[src/rtl/band_meter.sv]
// Spectrum display meter: once per accepted frame, snapshots seven band magnitudes
// and sweeps them one per cycle into ballistic level / peak-hold registers.
module band_meter #(
  parameter int unsigned DECAY_STEP  = 4,
  parameter int unsigned PEAK_FALL   = 2,
  parameter int unsigned HOLD_FRAMES = 30,
  parameter int unsigned CLIP_FRAMES = 60
) (
  input  logic       clock,
  input  logic       reset,
  input  logic       frame_tick,
  input  logic       freeze,
  input  logic [7:0] freq1,
  input  logic [7:0] freq2,
  input  logic [7:0] freq3,
  input  logic [7:0] freq4,
  input  logic [7:0] freq5,
  input  logic [7:0] freq6,
  input  logic [7:0] freq7,
  input  logic [2:0] rd_band,
  output logic [7:0] rd_level,
  output logic [7:0] rd_peak,
  output logic       busy,
  output logic       clip,
  output logic       overrun
);

  localparam int          NBANDS  = 7;
  localparam logic [7:0]  DECAY_B = 8'(DECAY_STEP);
  localparam logic [7:0]  FALL_B  = 8'(PEAK_FALL);
  localparam logic [7:0]  HOLD_B  = 8'(HOLD_FRAMES);
  localparam logic [7:0]  CLIP_B  = 8'(CLIP_FRAMES);
  localparam logic [2:0]  LAST_IDX = 3'(NBANDS - 1);

  typedef enum logic [0:0] {IDLE, SWEEP} state_t;

  state_t     state_reg, state_next;
  logic [2:0] idx_reg, idx_next;
  logic       accept, upd;

  logic [7:0] freq_in   [0:NBANDS-1];
  logic [7:0] snap_reg  [0:NBANDS-1];
  logic [7:0] level_reg [0:NBANDS-1];
  logic [7:0] peak_reg  [0:NBANDS-1];
  logic [7:0] hold_reg  [0:NBANDS-1];
  logic [NBANDS-1:0] hit;

  logic [7:0] clip_cnt_reg, clip_cnt_next;
  logic       busy_reg, clip_reg, overrun_reg;
  logic [7:0] rd_level_reg, rd_peak_reg;

  assign freq_in[0] = freq1;
  assign freq_in[1] = freq2;
  assign freq_in[2] = freq3;
  assign freq_in[3] = freq4;
  assign freq_in[4] = freq5;
  assign freq_in[5] = freq6;
  assign freq_in[6] = freq7;

  // Clip is judged on the live inputs at the accepting edge, i.e. the snapshot bytes.
  genvar gi;
  generate
    for (gi = 0; gi < NBANDS; gi++) begin : g_hit
      assign hit[gi] = (freq_in[gi] == 8'hFF);
    end
  endgenerate

  always_comb begin
    state_next = state_reg;
    idx_next   = idx_reg;
    accept     = 1'b0;
    upd        = 1'b0;
    case (state_reg)
      IDLE: begin
        if (frame_tick && !freeze) begin
          accept     = 1'b1;
          state_next = SWEEP;
          idx_next   = 3'd0;
        end
      end
      SWEEP: begin
        upd = 1'b1;
        if (idx_reg == LAST_IDX) begin
          state_next = IDLE;
          idx_next   = 3'd0;
        end else begin
          idx_next = idx_reg + 3'd1;
        end
      end
      default: begin
        state_next = IDLE;
        idx_next   = 3'd0;
      end
    endcase
  end

  // One shared update datapath, steered by the sweep index.
  logic [7:0] cur_s, cur_l, cur_p, cur_h;
  logic [7:0] level_dec, level_new, peak_fall, peak_new, hold_new;

  always_comb begin
    cur_s = snap_reg[idx_reg];
    cur_l = level_reg[idx_reg];
    cur_p = peak_reg[idx_reg];
    cur_h = hold_reg[idx_reg];

    level_dec = (cur_l > DECAY_B) ? (cur_l - DECAY_B) : 8'd0;
    level_new = (cur_s > cur_l) ? cur_s : level_dec;

    peak_fall = (cur_p > FALL_B) ? (cur_p - FALL_B) : 8'd0;
    peak_new  = cur_p;
    hold_new  = cur_h;
    if (cur_s >= cur_p) begin
      peak_new = cur_s;
      hold_new = HOLD_B;
    end else if (cur_h != 8'd0) begin
      hold_new = cur_h - 8'd1;
    end else begin
      // Falling peak never drops under the freshly computed level.
      peak_new = (peak_fall > level_new) ? peak_fall : level_new;
    end
  end

  always_comb begin
    clip_cnt_next = clip_cnt_reg;
    if (accept) begin
      if (|hit)
        clip_cnt_next = CLIP_B;
      else if (clip_cnt_reg != 8'd0)
        clip_cnt_next = clip_cnt_reg - 8'd1;
    end
  end

  always_ff @(posedge clock or negedge reset) begin
    if (!reset) begin
      state_reg    <= IDLE;
      idx_reg      <= 3'd0;
      busy_reg     <= 1'b0;
      clip_cnt_reg <= 8'd0;
      clip_reg     <= 1'b0;
      overrun_reg  <= 1'b0;
      rd_level_reg <= 8'd0;
      rd_peak_reg  <= 8'd0;
      for (int i = 0; i < NBANDS; i++) begin
        snap_reg[i]  <= 8'd0;
        level_reg[i] <= 8'd0;
        peak_reg[i]  <= 8'd0;
        hold_reg[i]  <= 8'd0;
      end
    end else begin
      state_reg    <= state_next;
      idx_reg      <= idx_next;
      busy_reg     <= (state_next == SWEEP);
      clip_cnt_reg <= clip_cnt_next;
      clip_reg     <= (clip_cnt_next != 8'd0);
      if (state_reg == SWEEP && frame_tick && !freeze)
        overrun_reg <= 1'b1;

      // Read samples the arrays before this edge's update lands.
      if (rd_band <= LAST_IDX) begin
        rd_level_reg <= level_reg[rd_band];
        rd_peak_reg  <= peak_reg[rd_band];
      end else begin
        rd_level_reg <= 8'd0;
        rd_peak_reg  <= 8'd0;
      end

      for (int i = 0; i < NBANDS; i++) begin
        if (accept)
          snap_reg[i] <= freq_in[i];
        if (upd && idx_reg == 3'(i)) begin
          level_reg[i] <= level_new;
          peak_reg[i]  <= peak_new;
          hold_reg[i]  <= hold_new;
        end
      end
    end
  end

  assign busy     = busy_reg;
  assign clip     = clip_reg;
  assign overrun  = overrun_reg;
  assign rd_level = rd_level_reg;
  assign rd_peak  = rd_peak_reg;

endmodule

[config.mk]
export PLATFORM = sky130hd
export DESIGN_NAME = band_meter
export DESIGN_NICKNAME = d
export VERILOG_FILES = /design/src/rtl/band_meter.sv
export SDC_FILE = /design/constraint.sdc
export NUM_CORES = 1
export LEC_CHECK = 0
export ABC_AREA = 1
export CORE_ASPECT_RATIO = 1.75
export CORE_MARGIN = 5
export CORE_UTILIZATION = 60
export DETAILED_ROUTE_END_ITERATION = 6
export HOLD_SLACK_MARGIN = 0.08
export PLACE_DENSITY = 0.88
export SYNTH_ARGS = -nofsm -noshare
export SYNTH_HDL_FRONTEND = slang
export SYNTH_SLANG_ARGS = --single-unit
export TNS_END_PERCENT = 5
[constraint.sdc]
create_clock -name clock -period 4.9 [get_ports clock]
set_input_delay 0.735 -clock clock [delete_from_list [all_inputs] [get_ports clock]]
set_output_delay 0.735 -clock clock [all_outputs]
set_load 0.01 [all_outputs]
# After elaboration in Yosys (flattened, before gate mapping)
# Cells that the tools add are included.
# word_totals
register_bits	254
inputBits	63
out_inout_bits	19
wordCells	120
# op_classes
addsub	5
magnitude_cmp	8
n_eq_ne	14
mux	39
bitwise_logic	3
n_reduce_logical	16
# ops
cell	count
$mux 8	25
$bmux 8 s3	6
$eq 8x8->1 const B	7
$reduce_bool 8->1	3
$gt 8x8->1	2
$sub 8x1->8 const B	2
$logic_and 1x1->1	10
$eq 3x3->1 const B	3
$ge 4x4->1 const B	2
$ge 8x8->1	1
$gt 8x2->1 const B	1
$gt 8x3->1 const B	1
$not 3->4	2
$sub 8x2->8 const B	1
$sub 8x3->8 const B	1
$reduce_or 7->1	1
$eq 3x2->1 const B	2
$mux 3	2
$pmux 3 s2	1
$mux 1	4
$add 3x1->3 const B	1
$eq 3x1->1 const B	1
$le 3x3->1 const B	1
$logic_not 3->1	1
other kinds (4)	4

# Depth between registers and ports, before layout
# Gate-level depths: netlist (run 1).
# logic_depth
word_depth	11
ltp_mapped	35
mapped_depth_nobuf	31

# Least setup slack after synthesis (run 1)
# No wires, ideal clock.
# synth_timing
path_type	register -> register
start	reg idx_reg[2]
end	reg peak_reg[28] in the netlist's numbering
setup_time_ps	66
arrival_ps	4275
required_time_ps	4834
slack_ps	560
stages_incl_launch_ff	31
n_path_buf	5
period_less_slack_ps	4340
path_cell_list	dfrtp_1 > buf_2 > inv_2 > buf_2 > buf_2 > buf_4 > buf_4 > a31oi_2 > ha_1 > nand2_1 > inv_1 > o21ai_0 > nand2_1 > nand2_1 > nand2_1 > nand2_1 > inv_1 > nand2_1 > nand2_1 > inv_1 > ha_1 > nand2_1 > o21ai_0 > nand4_1 > a21oi_1 > inv_1 > nand3_1 > nand4_1 > nand2_1 > nand2_1 > nand2_1
# synth_via
elab_chain_cells	11
elab_cells_between_ends	29
cone_classes	2 x add/sub; 5 x order compare; 1 x eq/ne; 18 x mux; 1 x bitwise; 2 x reduce/logical
# synth_lines
element	line	rtl
start: declaration	38	logic [2:0] idx_reg, idx_next;
start signal: assignment	152	idx_reg <= idx_next;
$not 3->4 (implied by the code)	--	
$bmux 8 s3	103	cur_l = level_reg[idx_reg];
$mux 8 (implied by the code) (2 in a row)	103	
$sub 8x3->8 or $gt 8x3->1 (tied branches)	107	level_dec = (cur_l > DECAY_B) ? (cur_l - DECAY_B) : 8'd0;
$mux 8	107	
$mux 8	108	level_new = (cur_s > cur_l) ? cur_s : level_dec;
$gt 8x8->1	120	peak_new = (peak_fall > level_new) ? peak_fall : level_new;
$mux 8	120	
$mux 8	116	end else if (cur_h != 8'd0) begin
$mux 8	113	if (cur_s >= cur_p) begin
end signal: indexed assignment	173	peak_reg[i] <= peak_new;
end: declaration	44	logic [7:0] peak_reg [0:NBANDS-1];
# Parallel ways exist; a longest one is shown, timed or not. The select of a mux whose other input is x is not followed.
# A chain may end at the register's enable or synchronous reset.

# Worst setup path in the final report (run 1)
# layout_timing
start	reg idx_reg[0]
end	reg peak_reg[20] in the netlist's numbering
# The elaborated chain is that of the path after synthesis.

==> results of run 1 <==
stage by stage:
stage                     util [%]  hold slack [ps]  worst slack (ps)  TNS [ps]  area [um^2]
after floorplan                  -              439               560         0        14000
after global routing          69.5              414             -7.10     -17.2        16100
after global placement        65.5              455               325         0        15200
final                         69.5              335               334         0        16100
after CTS                     69.2              381               174         0        16000
after detailed placement      65.5              459               205         0        15200
placed cells by master, fill, tap and decap left out, types with 3 or more instances in the layout:
| cell type | Yosys | layout |
|---|---|---|
| nand3_1 | 99 | 99 |
| a211oi_1 | 4 | 4 |
| ha_1 | 31 | 31 |
| o22ai_1 | 11 | 11 |
| clkinv_2 | 0 | 6 |
| o21ai_1 | 25 | 25 |
| clkbuf_16 | 0 | 25 |
| inv_1 | 101 | 99 |
| buf_12 | 0 | 4 |
| bufinv_16 | 0 | 4 |
| o21ai_2 | 11 | 11 |
| clkdlybuf4s50_1 | 0 | 79 |
| buf_4 | 6 | 60 |
| a22o_1 | 3 | 3 |
| nand2_2 | 16 | 16 |
| clkbuf_8 | 0 | 4 |
| nor2_2 | 2 | 3 |
| a31oi_2 | 4 | 4 |
| a31oi_1 | 22 | 22 |
| inv_2 | 6 | 7 |
| dfrtp_1 | 254 | 252 |
| xor2_1 | 7 | 7 |
| nor2_4 | 4 | 6 |
| nand4_1 | 38 | 38 |
| xnor2_1 | 3 | 3 |
| a21oi_1 | 46 | 45 |
| a22oi_1 | 18 | 18 |
| a22oi_2 | 3 | 3 |
| a21oi_2 | 2 | 3 |
| nor2_1 | 116 | 113 |
| nand3_2 | 8 | 8 |
| nand2_1 | 776 | 776 |
| o21ai_0 | 145 | 145 |
| nor3_1 | 8 | 8 |
worst paths after layout:
path / cells after the start / startpoint / endpoint / slack (ps)
worst max-delay path: 29 / idx_reg[0] / peak_reg[20] / 330
worst min-delay path: 1 / reset / snap_reg[33] / 340
worst max register to register: 29 / idx_reg[0] / peak_reg[20] / 330
worst min register to register: 2 / snap_reg[45] / snap_reg[45] / 470
max in group asynchronous: 2 / reset / snap_reg[12] / 3510
min in group clock: 2 / snap_reg[45] / snap_reg[45] / 470
cells by family after synthesis:
| logic type | synth area share, % |
|---|---|
| buffers and inverters | 6.57 |
| XOR/XNOR | 0.743 |
| AND/OR/NAND/NOR | 31.6 |
| adder cells (fa/ha/maj) | 2.77 |
| AO/OA/AOI/OAI | 12.8 |
| flip-flops | 45.5 |
metal layers:
layer  wire length, um  share of wire, %  up-vias
li1                  -                 -     6262
met1             14600                33     6437
met2             21500                49      845
met3              3590               8.2      276
met4              4080               9.3        0
met5                 0                 0        -
area by class of cell:
cell class | count | area, um^2 | share of cell area (%)
Antenna cell | 1 | 2.50 | 0.0155
Clock buffer | 31 | 688 | 4.27
Clock inverter | 13 | 175 | 1.09
Inverter | 109 | 413 | 2.56
Multi-Input combinational cell | 1420 | 6730 | 41.8
Sequential cell | 254 | 6360 | 39.5
Tap cell | 304 | 380 | 2.36
Timing Repair Buffer | 146 | 1350 | 8.40
worst register-to-register path: cells and delay by family, from the launching register on:
family                     cells  cell delay (ps)
and+or+nand+nor               18             2000
DFF                            1              500
adders and majority gates      2              640
buffers and inverters          5              680
AOI/OAI and AO/OA              4              600
timing repair:
action                                  CTS  global route
endpoints found under the setup margin    0            56
resized for setup                         0             7
buffers inserted                          0             7
==> run_summary.xml, run 1 <==
<?xml version="1.0" encoding="UTF-8"?>
<metrics>
  <group name="job">
    <metric name="max_cap_viol_count" unit="">0</metric>
  </group>
  <group name="synthesis">
    <metric name="netlist_area" unit="um^2">14000</metric>
    <metric name="mappedNetlistNets" unit="">1975</metric>
    <metric name="ys.warnings.count" unit="">0</metric>
    <metric name="synth.lib_cells_used.distinct" unit="">46</metric>
    <metric name="yosysSeqAreaShare" unit="%">45.5</metric>
    <metric name="synth.top_cells.by_count" unit="">nand2_1 (776), dfrtp_1 (254), o21ai_0 (145), nor2_1 (116), inv_1 (101)</metric>
    <metric name="synth-async-reset-ratio" unit="%">100</metric>
    <metric name="cell_count_after_synthesis" unit="">1881</metric>
    <metric name="yosys.cell_count.top_type" unit="">nand2_1</metric>
    <metric name="synth_largest_area_cell" unit="">dfrtp_1</metric>
    <metric name="synth-seq-cells" unit="">254</metric>
    <metric name="synth_top_area_share" unit="%">45.5</metric>
    <metric name="post_synth.cell_area_avg" unit="um^2">7.43</metric>
    <metric name="netlist_top_cells_area" unit="">dfrtp_1 (45%), nand2_1 (21%), o21ai_0 (5.2%), nand3_1 (3.5%), nor2_1 (3.1%)</metric>
    <metric name="synth-edff-count" unit="">0</metric>
    <metric name="yosys_most_used_dff" unit="">dfrtp_1</metric>
  </group>
  <group name="layout">
    <metric name="filler_cell_count" unit="">1833</metric>
    <metric name="number_of_nets_in_the_layout" unit="">2049</metric>
    <metric name="area.growth.synth_to_final" unit="%">15.1</metric>
    <metric name="fin_cells" unit="">2278</metric>
    <metric name="drive_above_1_share" unit="%">9.07</metric>
  </group>
  <group name="floorplan">
    <metric name="floorplan.die_area" unit="um^2">26600</metric>
    <metric name="core.rowCount" unit="">74</metric>
    <metric name="boundaryPins" unit="">82</metric>
    <metric name="fp.dieH" unit="um">212</metric>
    <metric name="fp.coreArea" unit="um^2">23100</metric>
    <metric name="horizontal_extent_of_the_die" unit="um">125</metric>
    <metric name="initial_core_util" unit="%">60.4</metric>
  </group>
  <group name="grt">
    <metric name="global_route.usage.met2" unit="%">56.6</metric>
    <metric name="grt_remaining_overflow" unit="">0</metric>
    <metric name="global_route.usage.total" unit="%">32.5</metric>
    <metric name="first_global_vias" unit="">13800</metric>
    <metric name="grt_max_degree" unit="">140</metric>
    <metric name="grt_pass1_wl" unit="mm">68.9</metric>
    <metric name="antenna_found_initial" unit="">1</metric>
    <metric name="gr-max-usage-layer" unit="">met2</metric>
    <metric name="globalRouteMet3Util" unit="%">4.92</metric>
    <metric name="met1_usage" unit="%">34.8</metric>
  </group>
  <group name="worst_setup_path">
    <metric name="start_kind" unit="">register</metric>
    <metric name="crit_path_end_kind" unit="">register</metric>
    <metric name="timing.critical_path.buf_inv" unit="">5</metric>
    <metric name="worst_path_max_delay_cell" unit="">dfrtp_2</metric>
    <metric name="timing.setup.critical_path_class" unit="">reg -&gt; reg</metric>
    <metric name="wp_data_arrival" unit="ps">4990</metric>
    <metric name="critPathMaxStageDelay" unit="ps">500</metric>
    <metric name="worst_ep_required_time" unit="ps">5320</metric>
    <metric name="crit_path_frequent_cell" unit="">nand2_1</metric>
    <metric name="critical_path_peak_fanout" unit="">9</metric>
    <metric name="critical_path.top_delay_family" unit="">simple AND/OR/NAND/NOR gates</metric>
  </group>
  <group name="route">
    <metric name="detail_route.first_pass.iterations" unit="">7</metric>
    <metric name="vias" unit="">13800</metric>
    <metric name="drcViolationCount" unit="">5</metric>
    <metric name="drt-total-wl" unit="mm">43.8</metric>
    <metric name="vias_per_cell" unit="">6.07</metric>
    <metric name="ant_nets" unit="">0</metric>
    <metric name="drt-wirelength-per-cell" unit="um">19.2</metric>
    <metric name="dr.first_iter.drc_count" unit="">1405</metric>
  </group>
  <group name="sta">
    <metric name="min_period" unit="ps">4570</metric>
    <metric name="timing.max_slew.rel_slack" unit="%">20.2</metric>
    <metric name="clock.fmax" unit="MHz">219</metric>
    <metric name="max_slew.worst_pin.slew" unit="ps">1200</metric>
    <metric name="finalHoldViolations" unit="">0</metric>
    <metric name="final-max-slew-violation-count" unit="">0</metric>
    <metric name="final-setup-viol-count" unit="">0</metric>
    <metric name="period_share" unit="%">93.2</metric>
    <metric name="timing.clock.skew" unit="ps">11.2</metric>
  </group>
  <group name="outcome">
    <metric name="failing_checks" unit="">DRC</metric>
    <metric name="outcome" unit="">finished, violations left</metric>
  </group>
  <group name="clock_network">
    <metric name="ctsHtreeMaxLevel" unit="">1</metric>
    <metric name="cts-buffers-inserted" unit="">24</metric>
    <metric name="clk-insertion-delay-late" unit="ps">540</metric>
    <metric name="cts_root_buf" unit="">clkbuf_16</metric>
    <metric name="max-clock-path-buffers" unit="">3</metric>
    <metric name="cts_tree" unit="">done</metric>
    <metric name="postCtsHoldBufs" unit="">0</metric>
    <metric name="path_clk_slew" unit="ps">60</metric>
    <metric name="cts.sink_count" unit="">254</metric>
  </group>
  <group name="placed_design">
    <metric name="numPlacedInstances" unit="">2226</metric>
    <metric name="port_buffers" unit="">81</metric>
    <metric name="gp_congestion" unit="">1.04</metric>
    <metric name="hpwlAfterDp" unit="mm">29.9</metric>
  </group>
  <group name="worst_hold_path">
    <metric name="worst_hold_path_type" unit="">in -&gt; async</metric>
  </group>
</metrics>
Power of run 1 is not shown: default switching activity piles up to over one toggle a cycle in this logic, so the estimate is an artifact.
==> run 2: changes to the inputs <==
--- a/config.mk
+++ b/config.mk
@@ -6,6 +6,7 @@
 export NUM_CORES = 1
 export LEC_CHECK = 0
 export ABC_AREA = 1
+export CAP_MARGIN = 20
 export CORE_ASPECT_RATIO = 1.75
 export CORE_MARGIN = 5
 export CORE_UTILIZATION = 60
==> results of run 2 <==
The final DEF is identical to that of run 1; final timing and power are the same.
Power of run 2 is left out for the same reason.
==> run 3: changes to the inputs <==
--- a/config.mk
+++ b/config.mk
@@ -11,8 +11,10 @@
 export CORE_MARGIN = 5
 export CORE_UTILIZATION = 60
 export DETAILED_ROUTE_END_ITERATION = 6
+export GPL_TIMING_DRIVEN = 0
 export HOLD_SLACK_MARGIN = 0.08
 export PLACE_DENSITY = 0.88
+export RECOVER_POWER = 25
 export SYNTH_ARGS = -nofsm -noshare
 export SYNTH_HDL_FRONTEND = slang
 export SYNTH_SLANG_ARGS = --single-unit
==> run_summary.xml, run 3 (synthesis gave the netlist of run 1 again) <==
<?xml version="1.0" encoding="UTF-8"?>
<metrics>
  <group name="sta">
    <metric name="final-max-slew-violation-count" unit="">151</metric>
    <metric name="timing.clock.skew" unit="ps">21.4</metric>
    <metric name="clock.fmax" unit="MHz">210</metric>
    <metric name="whs" unit="ps">476</metric>
    <metric name="final-setup-viol-count" unit="">0</metric>
    <metric name="timing.max_slew.rel_slack" unit="%">-37.1</metric>
    <metric name="min_period" unit="ps">4760</metric>
    <metric name="finalHoldViolations" unit="">0</metric>
    <metric name="max_slew.worst_pin.slew" unit="ps">2060</metric>
    <metric name="period_share" unit="%">97.2</metric>
  </group>
  <group name="route">
    <metric name="wl_met2" unit="mm">24.9</metric>
    <metric name="drt-wirelength-per-cell" unit="um">22.3</metric>
    <metric name="wl_met3" unit="mm">4.74</metric>
    <metric name="vias_per_cell" unit="">6.15</metric>
    <metric name="met1_length" unit="mm">16.4</metric>
    <metric name="detail_route.first_pass.iterations" unit="">7</metric>
    <metric name="ant_nets" unit="">0</metric>
    <metric name="vias" unit="">14300</metric>
    <metric name="dr.first_iter.drc_count" unit="">1693</metric>
    <metric name="highest-signal-layer" unit="">met4</metric>
    <metric name="drt-total-wl" unit="mm">51.9</metric>
    <metric name="drcViolationCount" unit="">2</metric>
  </group>
  <group name="clock_network">
    <metric name="clk-insertion-delay-late" unit="ps">580</metric>
    <metric name="cts_tree" unit="">done</metric>
    <metric name="cts-buffers-inserted" unit="">24</metric>
    <metric name="max-clock-path-buffers" unit="">3</metric>
    <metric name="cts.sink_count" unit="">254</metric>
    <metric name="cts_root_buf" unit="">clkbuf_16</metric>
    <metric name="ctsHtreeMaxLevel" unit="">1</metric>
    <metric name="path_clk_slew" unit="ps">70</metric>
  </group>
  <group name="floorplan">
    <metric name="horizontal_extent_of_the_die" unit="um">125</metric>
    <metric name="initial_core_util" unit="%">60.4</metric>
    <metric name="floorplan.die_area" unit="um^2">26600</metric>
    <metric name="boundaryPins" unit="">82</metric>
    <metric name="core.rowCount" unit="">74</metric>
    <metric name="fp.coreArea" unit="um^2">23100</metric>
    <metric name="fp.dieH" unit="um">212</metric>
  </group>
  <group name="worst_setup_path">
    <metric name="start_kind" unit="">register</metric>
    <metric name="worst_path_max_delay_cell" unit="">dfrtp_2</metric>
    <metric name="wp_data_arrival" unit="ps">5260</metric>
    <metric name="crit_path_end_kind" unit="">register</metric>
    <metric name="critPathMaxStageDelay" unit="ps">500</metric>
    <metric name="crit_path_frequent_cell" unit="">nand2_1</metric>
    <metric name="timing.setup.critical_path_class" unit="">reg -&gt; reg</metric>
    <metric name="critical_path.top_delay_family" unit="">simple AND/OR/NAND/NOR gates</metric>
    <metric name="timing.critical_path.buf_inv" unit="">8</metric>
    <metric name="worst_ep_required_time" unit="ps">5400</metric>
    <metric name="critical_path_peak_fanout" unit="">10</metric>
  </group>
  <group name="worst_hold_path">
    <metric name="worst_hold_path_type" unit="">reg -&gt; reg</metric>
  </group>
  <group name="grt">
    <metric name="first_global_vias" unit="">14400</metric>
    <metric name="grt_max_degree" unit="">113</metric>
    <metric name="grt_remaining_overflow" unit="">0</metric>
    <metric name="grt_pass1_wl" unit="mm">77.9</metric>
    <metric name="antenna_found_initial" unit="">0</metric>
    <metric name="global_route.usage.total" unit="%">38.5</metric>
  </group>
  <group name="placed_design">
    <metric name="port_buffers" unit="">79</metric>
    <metric name="gp_congestion" unit="">1.01</metric>
    <metric name="placement.cell_area" unit="um^2">15200</metric>
    <metric name="hpwlAfterDp" unit="mm">37.2</metric>
    <metric name="numPlacedInstances" unit="">2266</metric>
  </group>
  <group name="job">
    <metric name="max_cap_viol_count" unit="">1</metric>
  </group>
  <group name="layout">
    <metric name="number_of_nets_in_the_layout" unit="">2102</metric>
    <metric name="drive_above_1_share" unit="%">9.82</metric>
    <metric name="post-route-cell-area" unit="um^2">16500</metric>
    <metric name="insertedDiodeCount" unit="">0</metric>
    <metric name="area.growth.synth_to_final" unit="%">17.8</metric>
    <metric name="final_util" unit="%">71.1</metric>
    <metric name="most_common_cell_after_layout_fill_and_taps_aside" unit="">nand2_1</metric>
    <metric name="layout.cells.most_common_list" unit="">nand2_1 (763), dfrtp_1 (252), o21ai_0 (144)</metric>
    <metric name="fin_cells" unit="">2330</metric>
  </group>
  <group name="outcome">
    <metric name="outcome" unit="">finished, violations left</metric>
    <metric name="failing_checks" unit="">DRC, capacitance limit, slew limit</metric>
  </group>
</metrics>
==> run 3: cell types whose count changed in the layout (fill, tap and decap cells not counted), moves of 6 or more <==
cell,before,now
clkbuf_1,2,66
buf_6,1,10
buf_4,60,26
inv_1,99,93
nand2_2,16,26
nand2_1,776,763
==> run 3: final cells by class <==
cell class / count / area (um^2)
buffer: 93 / 557
clock buffer: 29 / 661
clock inverter: 15 / 124
fill: 1854 / 6680
inverter: 109 / 438
multi-input combinational: 1421 / 6950
sequential: 254 / 6360
tap: 304 / 380
timing repair buffer: 105 / 1000
==> run 3: tightest hold or removal path: stages (launching register included) <==
cell and delay, ps:
dfrtp_1 340, nand2_1 50, nand2_1 50
==> run 3: path summary, 6_finish.rpt <==
check	start	cells past startpoint	endpoint	slack (ps)
worst min register to register	snap_reg[34]	2	snap_reg[34]	480
max in group asynchronous	reset	3	idx_reg[0]	930
worst min-delay path	snap_reg[34]	2	snap_reg[34]	480
min in group asynchronous	reset	2	hold_reg[41]	1290
worst max register to register	idx_reg[0]	32	peak_reg[29]	140
worst max-delay path	idx_reg[0]	32	peak_reg[29]	140
==> run 3: per-stage QoR <==
step	worst slack (ps)	TNS, ps
final	136	0
after global routing	-52.0	-794
after CTS	11.9	0
after detailed placement	-1590	-75260
after global placement	-7310	-1923200
after floorplan	560	0
==> run 3: layer usage <==
| layer | up-vias | GRT usage (%) |
|---|---|---|
| li1 | 6386 | - |
| met1 | 6617 | 39.3 |
| met2 | 974 | 65.4 |
| met3 | 362 | 7.90 |
| met4 | 0 | 35.9 |
| met5 | - | 0 |
==> run 3: repair_timing <==
item,CTS,global route
pin swaps,7,21
resized for setup,51,49
buffers inserted,11,10
cloned,0,2
setup endpoints to repair,56,56
endpoints found under the hold margin,36,0
hold buffers,1,0
Power of run 3 is left out for the same reason.
